File: config.mk
export PLATFORM = sky130hd
export DESIGN_NAME = bc_score_sequencer
export DESIGN_NICKNAME = d
export VERILOG_FILES = /design/src/rtl/bc_pkg.sv /design/src/rtl/bc_score_sequencer.sv
export SDC_FILE = /design/constraint.sdc
export NUM_CORES = 1
export LEC_CHECK = 0
export ABC_AREA = 0
export ABC_CLOCK_PERIOD_IN_PS = 2800
export BUFFER_PORTS_ARGS = -buffer_cell sky130_fd_sc_hd__buf_2
export CAP_MARGIN = 15
export CORE_MARGIN = 4
export CORE_UTILIZATION = 50
export DETAILED_ROUTE_END_ITERATION = 12
export MAX_ROUTING_LAYER = met4
export PLACE_DENSITY = 0.73
export RECOVER_POWER = 50
export SETUP_SLACK_MARGIN = 0.5
export SLEW_MARGIN = 20
export SYNTH_ARGS = -nofsm -noshare
export SYNTH_HDL_FRONTEND = slang
export SYNTH_SLANG_ARGS = --single-unit
File: constraint.sdc
create_clock -name clk -period 2.8 [get_ports clk]
set_input_delay 0.14 -clock clk [delete_from_list [all_inputs] [get_ports clk]]
set_output_delay 0.14 -clock clk [all_outputs]
set_load 0.03 [all_outputs]
File: src/rtl/bc_pkg.sv
// Shared Bulls-and-Cows constants and scorer state encoding; also imported by the game FSM.
package bc_pkg;
    localparam int NUM_DIGITS = 4;
    localparam int DIGIT_W    = 4;
    localparam int MAX_TURNS  = 7;
    localparam logic [DIGIT_W-1:0] DIGIT_BLANK = 4'hA;

    typedef enum logic [1:0] {
        SC_IDLE,
        SC_SCAN,
        SC_DONE
    } score_state_t;
endpackage

File: src/rtl/bc_score_sequencer.sv
// Sequenced Bulls-and-Cows scorer: snapshots Secret/Guess on start, walks every
// guess/secret digit pair one compare per cycle, then reports A/B counts, win and game-over.
module bc_score_sequencer
    import bc_pkg::*;
#(
    parameter int                 NUM_DIGITS = bc_pkg::NUM_DIGITS,
    parameter int                 DIGIT_W    = bc_pkg::DIGIT_W,
    parameter int                 MAX_TURNS  = bc_pkg::MAX_TURNS,
    parameter logic [DIGIT_W-1:0] BLANK      = bc_pkg::DIGIT_BLANK
) (
    input  logic                              clk,
    input  logic                              RESET_N,
    input  logic                              start,
    input  logic                              abort,
    input  logic [NUM_DIGITS-1:0][DIGIT_W-1:0] Secret,
    input  logic [NUM_DIGITS-1:0][DIGIT_W-1:0] Guess,
    input  logic [2:0]                        turn_count,
    output logic                              busy,
    output logic                              done,
    output logic [2:0]                        count_a,
    output logic [2:0]                        count_b,
    output logic                              win,
    output logic                              game_over_req,
    output logic                              err_blank
);
    localparam int CW = $clog2(NUM_DIGITS + 1);
    localparam int IW = (NUM_DIGITS > 1) ? $clog2(NUM_DIGITS) : 1;
    localparam logic [IW-1:0] LAST = IW'(NUM_DIGITS - 1);
    localparam logic [CW-1:0] CMAX = CW'(NUM_DIGITS);

    score_state_t state_q, state_d;
    logic [NUM_DIGITS-1:0][DIGIT_W-1:0] s_q, g_q;
    logic [2:0]    tc_q;
    logic [IW-1:0] i_q, j_q;
    logic [CW-1:0] ca_q, cb_q;
    logic          done_q, win_q, gor_q, err_q;
    logic          hit, has_blank;

    always_comb begin
        has_blank = 1'b0;
        for (int k = 0; k < NUM_DIGITS; k++)
            if (Secret[k] == BLANK || Guess[k] == BLANK) has_blank = 1'b1;

        hit = (g_q[i_q] == s_q[j_q]);

        state_d = state_q;
        case (state_q)
            SC_IDLE: if (start) state_d = has_blank ? SC_DONE : SC_SCAN;
            SC_SCAN: if (i_q == LAST && j_q == LAST) state_d = SC_DONE;
            SC_DONE: state_d = SC_IDLE;
            default: state_d = SC_IDLE;
        endcase
    end

    always_ff @(posedge clk or negedge RESET_N) begin
        if (!RESET_N) begin
            state_q <= SC_IDLE;
            s_q     <= '0;
            g_q     <= '0;
            tc_q    <= '0;
            i_q     <= '0;
            j_q     <= '0;
            ca_q    <= '0;
            cb_q    <= '0;
            done_q  <= 1'b0;
            win_q   <= 1'b0;
            gor_q   <= 1'b0;
            err_q   <= 1'b0;
        end else if (abort) begin
            state_q <= SC_IDLE;
            s_q     <= '0;
            g_q     <= '0;
            tc_q    <= '0;
            i_q     <= '0;
            j_q     <= '0;
            ca_q    <= '0;
            cb_q    <= '0;
            done_q  <= 1'b0;
            win_q   <= 1'b0;
            gor_q   <= 1'b0;
            err_q   <= 1'b0;
        end else begin
            state_q <= state_d;
            done_q  <= 1'b0;
            case (state_q)
                SC_IDLE: if (start) begin
                    s_q   <= Secret;
                    g_q   <= Guess;
                    tc_q  <= turn_count;
                    i_q   <= '0;
                    j_q   <= '0;
                    ca_q  <= '0;
                    cb_q  <= '0;
                    win_q <= 1'b0;
                    gor_q <= 1'b0;
                    err_q <= has_blank;
                end
                SC_SCAN: begin
                    // Duplicate digits can overcount; saturate rather than wrap.
                    if (hit) begin
                        if (i_q == j_q) begin
                            if (ca_q != CMAX) ca_q <= ca_q + 1'b1;
                        end else begin
                            if (cb_q != CMAX) cb_q <= cb_q + 1'b1;
                        end
                    end
                    if (j_q == LAST) begin
                        j_q <= '0;
                        i_q <= (i_q == LAST) ? '0 : i_q + 1'b1;
                    end else begin
                        j_q <= j_q + 1'b1;
                    end
                end
                SC_DONE: begin
                    done_q <= 1'b1;
                    win_q  <= (ca_q == CMAX);
                    gor_q  <= (ca_q == CMAX) || (tc_q == 3'(MAX_TURNS - 1));
                end
                default: ;
            endcase
        end
    end

    assign busy          = (state_q != SC_IDLE);
    assign done          = done_q;
    assign count_a       = 3'(ca_q);
    assign count_b       = 3'(cb_q);
    assign win           = win_q;
    assign game_over_req = gor_q;
    assign err_blank     = err_q;
endmodule

# Yosys cells after proc, flatten, opt, wreduce, memory -nomap -nowiden
# Cells that the tools add are included.
classes:
  addsub: 4
  order_cmp: 2
  eq_ne: 26
  n_mux: 51
  n_reduce_logical: 19
ops:
  columns: ["operator", "n"]
  rows:
  - ["2-to-1 mux 16 bit", 6]
  - ["2-to-1 mux 3 bit", 12]
  - ["== test 4 bit, second input constant", 8]
  - ["inequality test 3 bit, second input constant", 10]
  - ["2-to-1 mux 2 bit", 10]
  - ["binary-select mux 4 bit (select 2 bit)", 2]
  - ["2-to-1 mux 1 bit", 12]
  - ["case mux 2 bit (2 select lines)", 3]
  - ["case mux 3 bit (2 select lines)", 2]
  - ["AND reduction 5 bit", 2]
  - ["2-to-1 mux 4 bit", 2]
  - ["AND reduction 2 bit", 4]
  - ["adder 3 x 1 -> 3 bit, second input constant", 2]
  - ["== test 2 bit, second input constant", 3]
  - ["== test 3 bit, second input constant", 2]
  - ["less-than comparator 2 x 3 -> 1 bit, second input constant", 2]
  - ["nonzero test 2 bit", 3]
  - ["nonzero test 3 bit", 2]
  - ["logical OR 1 bit", 5]
  - ["adder 2 x 1 -> 2 bit, second input constant", 2]
  - ["== test 4 bit", 1]
  - ["case mux 1 bit (2 select lines)", 2]
  - ["AND reduction 3 bit", 1]
  - ["== test 2 x 1 -> 1 bit, second input constant", 1]
  - ["other kinds (3)", 3]
totals:
  ff_bits: 51
  input_bits: 39
  output_inout_bits: 11
  wordCells: 120

# Longest topological paths before layout
# Gate-level depths: netlist of the first run.
depth:
  depth_word: 10
  ltp_mapped: 8
  ltp_nobuf: 7

# Worst setup path after synthesis of the first run
# Ideal clock, no wire load.
synth_timing:
  path_kind: "register -> register"
  from: "reg i_q[0]"
  to: "reg ca_q[2] (netlist: count_a[2])"
  setup_ns: 0.066
  t_arrival_ns: 2.071
  t_required_ns: 2.734
  setup_slack_ns: 0.663
  path_stages_with_launch: 7
  n_path_buf: 1
  synth_period_minus_slack_ns: 2.137
  cell_sequence: "dfrtp_1 buf_6 mux4_2 xor2_1 nor4_4 mux2_2 nand2_1"
synth_between:
  elab_chain_len: 5
  word_cells_on_any_way: 7
  cone_classes: "4 x eq/ne; 2 x mux; 1 x reduce/logical"
synth_rtl:
  columns: ["item", "line", "source"]
  rows:
  - ["start, declared", "bc_score_sequencer.sv:34", "logic [IW-1:0] i_q, j_q;"]
  - ["start signal, assigned", "bc_score_sequencer.sv:109", "i_q <= (i_q == LAST) ? '0 : i_q + 1'b1;"]
  - ["binary-select mux 4 bit (select 2 bit)", "bc_score_sequencer.sv:44", "hit = (g_q[i_q] == s_q[j_q]);"]
  - ["2-to-1 mux 4 bit (not written as such)", "bc_score_sequencer.sv:44", null]
  - ["== test 4 bit", "bc_score_sequencer.sv:44", null]
  - ["inequality test 3 bit (no line)", null, null]
  - ["AND reduction 5 bit (no line) *", null, null]
  - ["end signal, assigned", "bc_score_sequencer.sv:102", "if (ca_q != CMAX) ca_q <= ca_q + 1'b1;"]
  - ["end, declared", "bc_score_sequencer.sv:35", "logic [CW-1:0] ca_q, cb_q;"]
# Mark *: on every way between the ends. The rest lies on a longest branch, timed or not. The select of a mux whose other input is x is not followed.
# A chain may end at the register's enable or synchronous reset.

# Final worst setup path of the first run
layout_timing:
  from: "reg j_q[0]"
  to: "reg ca_q[2] (netlist: count_a[2])"
layout_between:
  elab_chain_len: 5
  word_cells_on_any_way: 7
  cone_classes: "4 x eq/ne; 2 x mux; 1 x reduce/logical"
layout_rtl:
  columns: ["item", "line", "source"]
  rows:
  - ["start, declared", "bc_score_sequencer.sv:34", null]
  - ["start signal, assigned", "bc_score_sequencer.sv:111", "j_q <= j_q + 1'b1;"]
  - ["binary-select mux 4 bit (select 2 bit)", "bc_score_sequencer.sv:44", null]
  - ["2-to-1 mux 4 bit (not written as such)", "bc_score_sequencer.sv:44", null]
  - ["== test 4 bit", "bc_score_sequencer.sv:44", null]
  - ["inequality test 3 bit (no line)", null, null]
  - ["AND reduction 5 bit (no line) *", null, null]
# Marks and branches as above.

==> results of run 1 <==
[power by group]
group          internal [W]  switching [W]  leakage (nW)  total, W
logic              0.000119       0.000151         0.676  0.000271
registers          0.000784      0.0000382         0.681  0.000823
clock network      0.000289       0.000248        0.0612  0.000538
total               0.00119       0.000438          1.42   0.00163
[through the flow]
| stage | hold WS, ps | setup WS (ps) |
|---|---|---|
| detailed placement | 171 | 356 |
| finish | 49.3 | 638 |
| floorplan | -156 | 663 |
| global placement | 177 | 443 |
| CTS | 41.1 | 530 |
| global route | 50.7 | 353 |
[cells in the mapped netlist, drive strengths merged]
cell / n
xnor2: 2
a2bb2oi: 1
or3b: 1
inv: 5
dfrtp: 51
a22o: 22
o21ai: 21
xor2: 4
nor2b: 5
nor4bb: 8
nand2: 25
and2: 3
buf: 2
nand3: 3
clkbuf: 14
nor3: 4
a32oi: 1
o22ai: 1
o31ai: 1
mux4: 8
a211o: 1
ha: 6
o311ai: 2
mux2i: 1
nor4: 3
a22oi: 2
a32o: 2
nand2b: 17
o211ai: 2
a21oi: 4
o21bai: 1
nand4: 4
mux2: 1
and3: 1
nor2: 12
[layout make-up]
class | count | area [sq um] | area share
Tap cell | 70 | 87.6 | 0.0286
Multi-Input combinational cell | 169 | 1280 | 0.419
Timing Repair Buffer | 55 | 277 | 0.0902
Inverter | 5 | 18.8 | 0.00612
Clock buffer | 6 | 82.6 | 0.0269
Sequential cell | 51 | 1280 | 0.417
Clock inverter | 2 | 35.0 | 0.0114
[worst paths after layout]
kind	start	endpoint	slack [ps]	depth (start not counted)
min in group asynchronous	RESET_N	state_q[1]	670	2
max	j_q[0]	count_a[2]	640	6
min reg2reg	g_q[10]	g_q[10]	490	2
min	turn_count[1]	tc_q[1]	50	2
max reg2reg	j_q[0]	count_a[2]	640	6
max in group asynchronous	RESET_N	j_q[0]	740	3
[state kept, by name (all words and copies together) (netlist names)]
register and flops:
count_a 3, count_b 3, done 1, err_blank 1, g_q 16, game_over_req 1
i_q 2, j_q 2, s_q 16, state_q 2, tc_q 3, win 1
[logic make-up after synthesis]
logic type,after synthesis,share of synthesized area
simple gates,86,0.184
xor+xnor,6,0.0200
mux,10,0.0823
buf+inv,21,0.0357
compound gates,61,0.165
fa+ha+maj,6,0.0285
flops,51,0.485
[worst reg2reg max path, delay by kind of cell, from the launching register on]
family	cells	cell delay (ps)
muxes	2	940
DFF	1	490
and+or+nand+nor	2	280
xor gates and xnor gates	1	200
buffers and inverters	1	190
[per-layer routing]
layer / vias to the layer above / part of all wire / GRT usage
met1: 1007 / 0.45 / 0.274
met4: 0 / 0.014 / 0.0625
met2: 53 / 0.49 / 0.327
met3: 7 / 0.041 / 0.0336
li1: 983 / - / -
met5: - / 0 / -
[what timing repair did]
action / in CTS / in global routing
pin swaps: 1 / 0
hold endpoints to repair: 25 / 0
buffers inserted: 2 / 0
hold buffers: 1 / 0
endpoints found under the setup margin: 5 / 5
gates resized for setup: 0 / 3
gates cloned: 0 / 0
==> results.toml, run 1 <==
[floorplanning]
coreArea_sq_mm = 0.00511
die_y_microns = 80.5
dieArea_sq_mm = 0.00649
die_w_microns = 80.5
start_util = 0.515
io_pins = 50
rows = 26

[placed_design]
dpl_cell_area_sq_mm = 0.00293
dpl.cell_count = 347
place.gp.congestion = 0.906
post-dp-hpwl_mm = 4.30
portBuffers = 49

[timing]
setup_viol = 0
period_share = 0.772
hold_viol = 0
worst_pin_slew_ps = 1380
finClkSkew_ps = 10.7
min_period_ps = 2160
max_freq_mhz = 463
rsz0062_at_grt = "false"
tns_ps = 0
slew_violations = 0
slew_headroom = 0.0772

[worst_setup_path]
worstPathRequired_ps = 3040
critPathBufInv = 1
critPathMaxFanout = 8
cp.arrival_ps = 2400
max_stage_delay_ps = 600
startpoint_type = "register"
critPathKind = "register to register"
path_delay_family = "multiplexers"
slowest_stage = "mux4_1"
endpoint_kind = "register"
worstPathCellList = "mux4_1 > xor2_1 > nor4_4 > buf_4 > mux2_2 > nand2_1"

[grt]
grt_util_all_layers = 0.206
gr-total-overflow = 0
first_global_vias = 2070
grt_pass1_wl_mm = 9.97
grt_antenna_before_repair = 0
grt_max_degree = 52

[synth]
netlist_area_sq_mm = 0.00263
ys_ff_latch = 51
yosysSeqAreaShare = 0.485
synthCells = 241
netlist.area_leader.share = 0.485
synth.avg_cell_area_sq_um = 10.9
synthTopCellsByArea = "dfrtp_1, a22o_1, nand2b_1"
ys_warn_count = 0
syn_nets = 286
ys_types = 37
yosys.area.top_type = "dfrtp_1"

[hold_path]
hold_path.class = "input port to register"

[clocking]
htreeDepth = 2
cts_tree = "yes"
clk_pin_slew_ps = 100
clock-sinks = 51
root_buffer = "clkbuf_8"
cts_buffers = 5
insertion_delay_ps = 310
clk_path_buf_depth = 2

[final_layout]
final_nets = 332
instances_no_fill = 358
final_common_cell = "dfrtp_1"
syn2layout_area_growth_pct = 16.5
fill_cells = 460
fin_area_sq_mm = 0.00306
final_cell_mix = "dfrtp_1, buf_2, nand2_1"
drive_gt1_frac = 0.219
n_antenna_cell = 0
final_util = 0.600

[detailed_routing]
dr.first_iter.drc_count = 117
drc = 0
totalWireLength_mm = 5.95
via_per_inst = 5.73
drtAntennaViolNets = 0
wl_per_cell_microns = 16.6
vias = 2050
first_pass_iters = 4

[power]
fin_total_pwr_w = 0.00163
p_leak_nw = 1.42
ir_worst_vdd_uv = 379
power_density_mw_per_mm2 = 532

[run]
maxCapViolCount = 0

[status]
status = "complete, no violations"
No activity file was read; power rests on OpenSTA's default activity.
==> run 2, diff against run 1 <==
- ABC_CLOCK_PERIOD_IN_PS: 2800 -> 2200
- clock period: 2.8 -> 2.2 ns (I/O delays scaled with it)
==> run 2 against run 1 <==
Global-route usage shrank 0.19 points. Worst hold slack got worse by 31 ps. Clock skew decreased by 3.9 ps. Sequential power increased by 28%. Total power up 18%. Utilization down 0.29 points. Cell count up 0.84%. Via count fell by 0.88%.
==> results.toml, run 2 (synthesis results as in run 1) <==
[detailed_routing]
wl_per_cell_microns = 16.7
drc = 0
drtAntennaViolNets = 0
dr.first_iter.drc_count = 89
first_pass_iters = 6
totalWireLength_mm = 6.01
via_per_inst = 5.63
vias = 2032

[grt]
first_global_vias = 1957
grt_antenna_before_repair = 0
gr-total-overflow = 0
grt_util_all_layers = 0.204
grt_pass1_wl_mm = 9.85
grt_max_degree = 52

[timing]
worst_pin_slew_ps = 1220
finClkSkew_ps = 6.79
hold_viol = 0
min_period_ps = 2020
tns_ps = 0
max_freq_mhz = 494
slew_headroom = 0.184
hold_ws_ps = 18.1
rsz0062_at_grt = "true"
period_share = 0.920
setup_viol = 0
slew_violations = 0

[placed_design]
dpl_cell_area_sq_mm = 0.00295
place.gp.congestion = 0.883
portBuffers = 49
post-dp-hpwl_mm = 4.47

[clocking]
cts_tree = "yes"
cts_buffers = 5
clk_pin_slew_ps = 90
clock-sinks = 51
htreeDepth = 2
insertion_delay_ps = 310
clk_path_buf_depth = 2
root_buffer = "clkbuf_8"

[floorplanning]
die_w_microns = 80.5
die_y_microns = 80.5
dieArea_sq_mm = 0.00649
io_pins = 50
coreArea_sq_mm = 0.00511
start_util = 0.515
rows = 26

[final_layout]
final_nets = 335
fill_cells = 435
fin_area_sq_mm = 0.00305
final-seq-area_sq_mm = 0.00128
syn2layout_area_growth_pct = 15.9
multi_input_area_sq_mm = 0.00127
final_common_cell = "dfrtp_1"
final_cell_mix = "dfrtp_1, buf_2, nand2_1"
top_regs = "g_q x16, s_q x16"
n_antenna_cell = 0
drive_gt1_frac = 0.251

[worst_setup_path]
critPathMaxFanout = 9
max_stage_delay_ps = 520
path_delay_family = "multiplexers"
startpoint = "i_q[0]"
worstPathRequired_ps = 2450
slowest_stage = "mux4_2"
cp.arrival_ps = 2270
startpoint_type = "register"
timing.rr.start = "i_q[0]"
critPathBufInv = 1
critPathKind = "register to register"
worstPathCellList = "mux4_2 > xor2_1 > nor4_4 > buf_6 > mux2_4 > nand2_1"
endpoint_kind = "register"

[run]
maxCapViolCount = 0

[power]
p_leak_nw = 1.42
power_density_mw_per_mm2 = 634
fin_total_pwr_w = 0.00193
ir_worst_vdd_uv = 351

[hold_path]
hold_path.class = "input port to register"
hp-start = "turn_count[2]"

[status]
status = "complete, no violations"
## run 2: changes by cell type in the layout (fill, tap and decap cells not counted), moves of 3 or more
cell / before / now
mux4_2: 4 / 8
mux4_1: 4 / 0
clkbuf_1: 11 / 8
buf_2: 38 / 42
## run 2: final timing paths
check / depth (start not counted) / slack, ps / endpoint
hold reg to reg: 2 / 490 / g_q[9]
hold / removal: 2 / 20 / tc_q[2]
setup reg to reg: 6 / 180 / count_a[2]
min in group asynchronous: 2 / 570 / err_blank
setup / recovery: 6 / 180 / count_a[2]
max in group asynchronous: 3 / 590 / j_q[0]
## run 2: through the flow
stage	utilization	setup WS, ps	std cells
floorplan	-	68.1	241
global route	0.597	83.2	361
global placement	0.578	139	351
finish	0.597	175	361
CTS	0.599	159	360
detailed placement	0.578	67.5	351
## run 2: where the power goes
part | internal, W | total, W | switching [W]
Combinational | 0.000159 | 0.000353 | 0.000194
Clock | 0.000223 | 0.000531 | 0.000308
Sequential | 0.000998 | 0.00105 | 0.0000495
## run 2: timing repair
action | 4_1_cts | 5_1_grt
setup endpoints to repair | 6 | 6
buffers inserted | 0 | 1
gates resized for setup | 5 | 1
hold endpoints to repair | 20 | 0
hold buffers | 1 | 0
## run 2: layer usage
layer / global-route usage / up-vias / share of wire
met2: 0.315 / 60 / 0.47
met4: 0.0659 / 0 / 0.022
li1: - / 983 / -
met1: 0.272 / 976 / 0.45
met5: - / - / 0
met3: 0.0437 / 13 / 0.054
## run 2: layout make-up
cell class,instances,share of cell area
clock inverters,2,0.00410
well taps,70,0.0287
clock buffers,6,0.0238
flip-flops and latches,51,0.419
multi-input cells,169,0.418
repair buffers,58,0.100
inverters,5,0.00616
==> run 3, diff against run 2 <==
--- a/config.mk
+++ b/config.mk
@@ -11,2 +11,3 @@
 export CAP_MARGIN = 15
+export CORE_ASPECT_RATIO = 2
 export CORE_MARGIN = 4
@@ -15,3 +16,3 @@
 export MAX_ROUTING_LAYER = met4
-export PLACE_DENSITY = 0.73
+export PLACE_DENSITY = 0.71
 export RECOVER_POWER = 50
--- a/constraint.sdc
+++ b/constraint.sdc
@@ -3,2 +3,2 @@
 set_output_delay 0.11 -clock clk [all_outputs]
-set_load 0.03 [all_outputs]
+set_load 0.1 [all_outputs]
==> run 3 against run 2 <==
Setup slack worse by 9.4 ps. Register-to-register slack about the same. Non-clock buffer count unchanged. Flip-flop and latch count unchanged. First-iteration DRC count down 4.5%. Cell area up 1.3%. Total power up 15%. Cell count down 3.3%. Clock-buffer cell count down 1. Worst hold slack worse by 15 ps. Critical path type unchanged. Largest cell class unchanged.
==> results.toml, run 3 (synthesis results as in run 1) <==
[grt]
gr-total-overflow = 0
first_global_vias = 2127
grt_util_all_layers = 0.219
grt_pass1_wl_mm = 10.6
grt_antenna_before_repair = 0
grt_max_degree = 52

[timing]
hold_viol = 0
rsz0062_at_grt = "true"
max_freq_mhz = 492
worst_pin_slew_ps = 1160
setup_viol = 0
period_share = 0.925
tns_ps = 0
fin_ws_ps = 166
slew_headroom = 0.229
finClkSkew_ps = 13.0
slew_violations = 0
min_period_ps = 2030

[clocking]
cts_tree = "yes"
insertion_delay_ps = 320
clk_path_buf_depth = 2
clock-sinks = 51
clk_pin_slew_ps = 100
cts_buffers = 5
htreeDepth = 2
root_buffer = "clkbuf_8"

[floorplanning]
die_w_microns = 59.3
io_pins = 50
start_util = 0.512
die_y_microns = 111
dieArea_sq_mm = 0.00656
coreArea_sq_mm = 0.00514
rows = 37

[final_layout]
final-seq-area_sq_mm = 0.00128
final_common_cell = "dfrtp_1"
top_regs = "g_q x16, s_q x16"
fill_cells = 450
n_antenna_cell = 0
instances_no_fill = 349
final_nets = 335
drive_gt1_frac = 0.251
final_cell_mix = "dfrtp_1, buf_2, nand2_1"
syn2layout_area_growth_pct = 17.4
multi_input_area_sq_mm = 0.00127

[detailed_routing]
dr.first_iter.drc_count = 85
vias = 2068
first_pass_iters = 5
wl_per_cell_microns = 18.3
drc = 0
via_per_inst = 5.93
drtAntennaViolNets = 0
totalWireLength_mm = 6.39

[worst_setup_path]
cp.arrival_ps = 2290
startpoint_type = "register"
critPathBufInv = 1
critPathKind = "register to register"
max_stage_delay_ps = 530
worstPathRequired_ps = 2460
critPathMaxFanout = 9
path_delay_family = "multiplexers"
slowest_stage = "mux4_2"
endpoint_kind = "register"
worstPathCellList = "mux4_2 > xor2_1 > nor4_4 > buf_6 > mux2_4 > nand2_1"

[status]
status = "complete, no violations"

[power]
ir_worst_vdd_uv = 791
power_density_mw_per_mm2 = 719
p_leak_nw = 1.43

[placed_design]
place.gp.congestion = 0.829
post-place-ws_ps = 99.4
post-dp-hpwl_mm = 4.74
dpl.cell_count = 339
portBuffers = 49

[run]
maxCapViolCount = 0

[hold_path]
hold_path.class = "input port to register"
[run 3: timing repair]
item	in CTS	in global routing
hold buffers	1	0
gates resized for setup	4	1
endpoints found under the setup margin	6	13
buffers inserted	1	0
hold endpoints to repair	40	0
[run 3: through the flow]
stage               total power [W]  hold WS, ps  area (sq um)   util
detailed placement          0.00145          288          2940  0.573
global placement            0.00144          287          2940  0.573
floorplan                   0.00130         -186          2630      -
finish                      0.00222         3.61          3090  0.601
CTS                         0.00223         6.72          3100  0.603
global route                0.00230         8.10          3090  0.601
[run 3: final timing paths]
kind                       depth (start not counted)  slack (ps)     startpoint         end
setup / recovery                                   6         170         i_q[0]  count_a[2]
max in group asynchronous                          3         650        RESET_N      g_q[7]
hold / removal                                     2           4  turn_count[1]     tc_q[1]
hold reg to reg                                    2         480        s_q[14]     s_q[14]
setup reg to reg                                   6         170         i_q[0]  count_a[2]
min in group asynchronous                          2         490        RESET_N     tc_q[0]
[run 3: final cells by class]
cell class	count	area share
sequential	51	0.416
multi-input combinational	169	0.411
timing repair buffer	58	0.0996
tap	58	0.0235
clock buffer	5	0.0223
clock inverter	3	0.0219
inverter	5	0.00608
[run 3: power breakdown]
part / leakage, nW / switching (W) / internal, W
Clock: 0.0644 / 0.000328 / 0.000454
Sequential: 0.675 / 0.0000479 / 0.000999
Combinational: 0.688 / 0.000234 / 0.000160
Total: 1.43 / 0.000609 / 0.00161
[run 3: worst reg2reg max path: stages, from the launching register on]
cell and delay, ps:
dfrtp_2 450, mux4_2 530, xor2_1 210, nor4_4 270
buf_6 170, mux2_4 300, nand2_1 60
[run 3: metal layers]
layer  GRT usage  vias up  part of all wire  wire, microns
li1            -      981                 -              -
met1       0.239     1019              0.35           2230
met2       0.380       53              0.58           3680
met3      0.0269       15             0.039            252
met4      0.0968        0             0.035            221
met5           -        -                 0              0
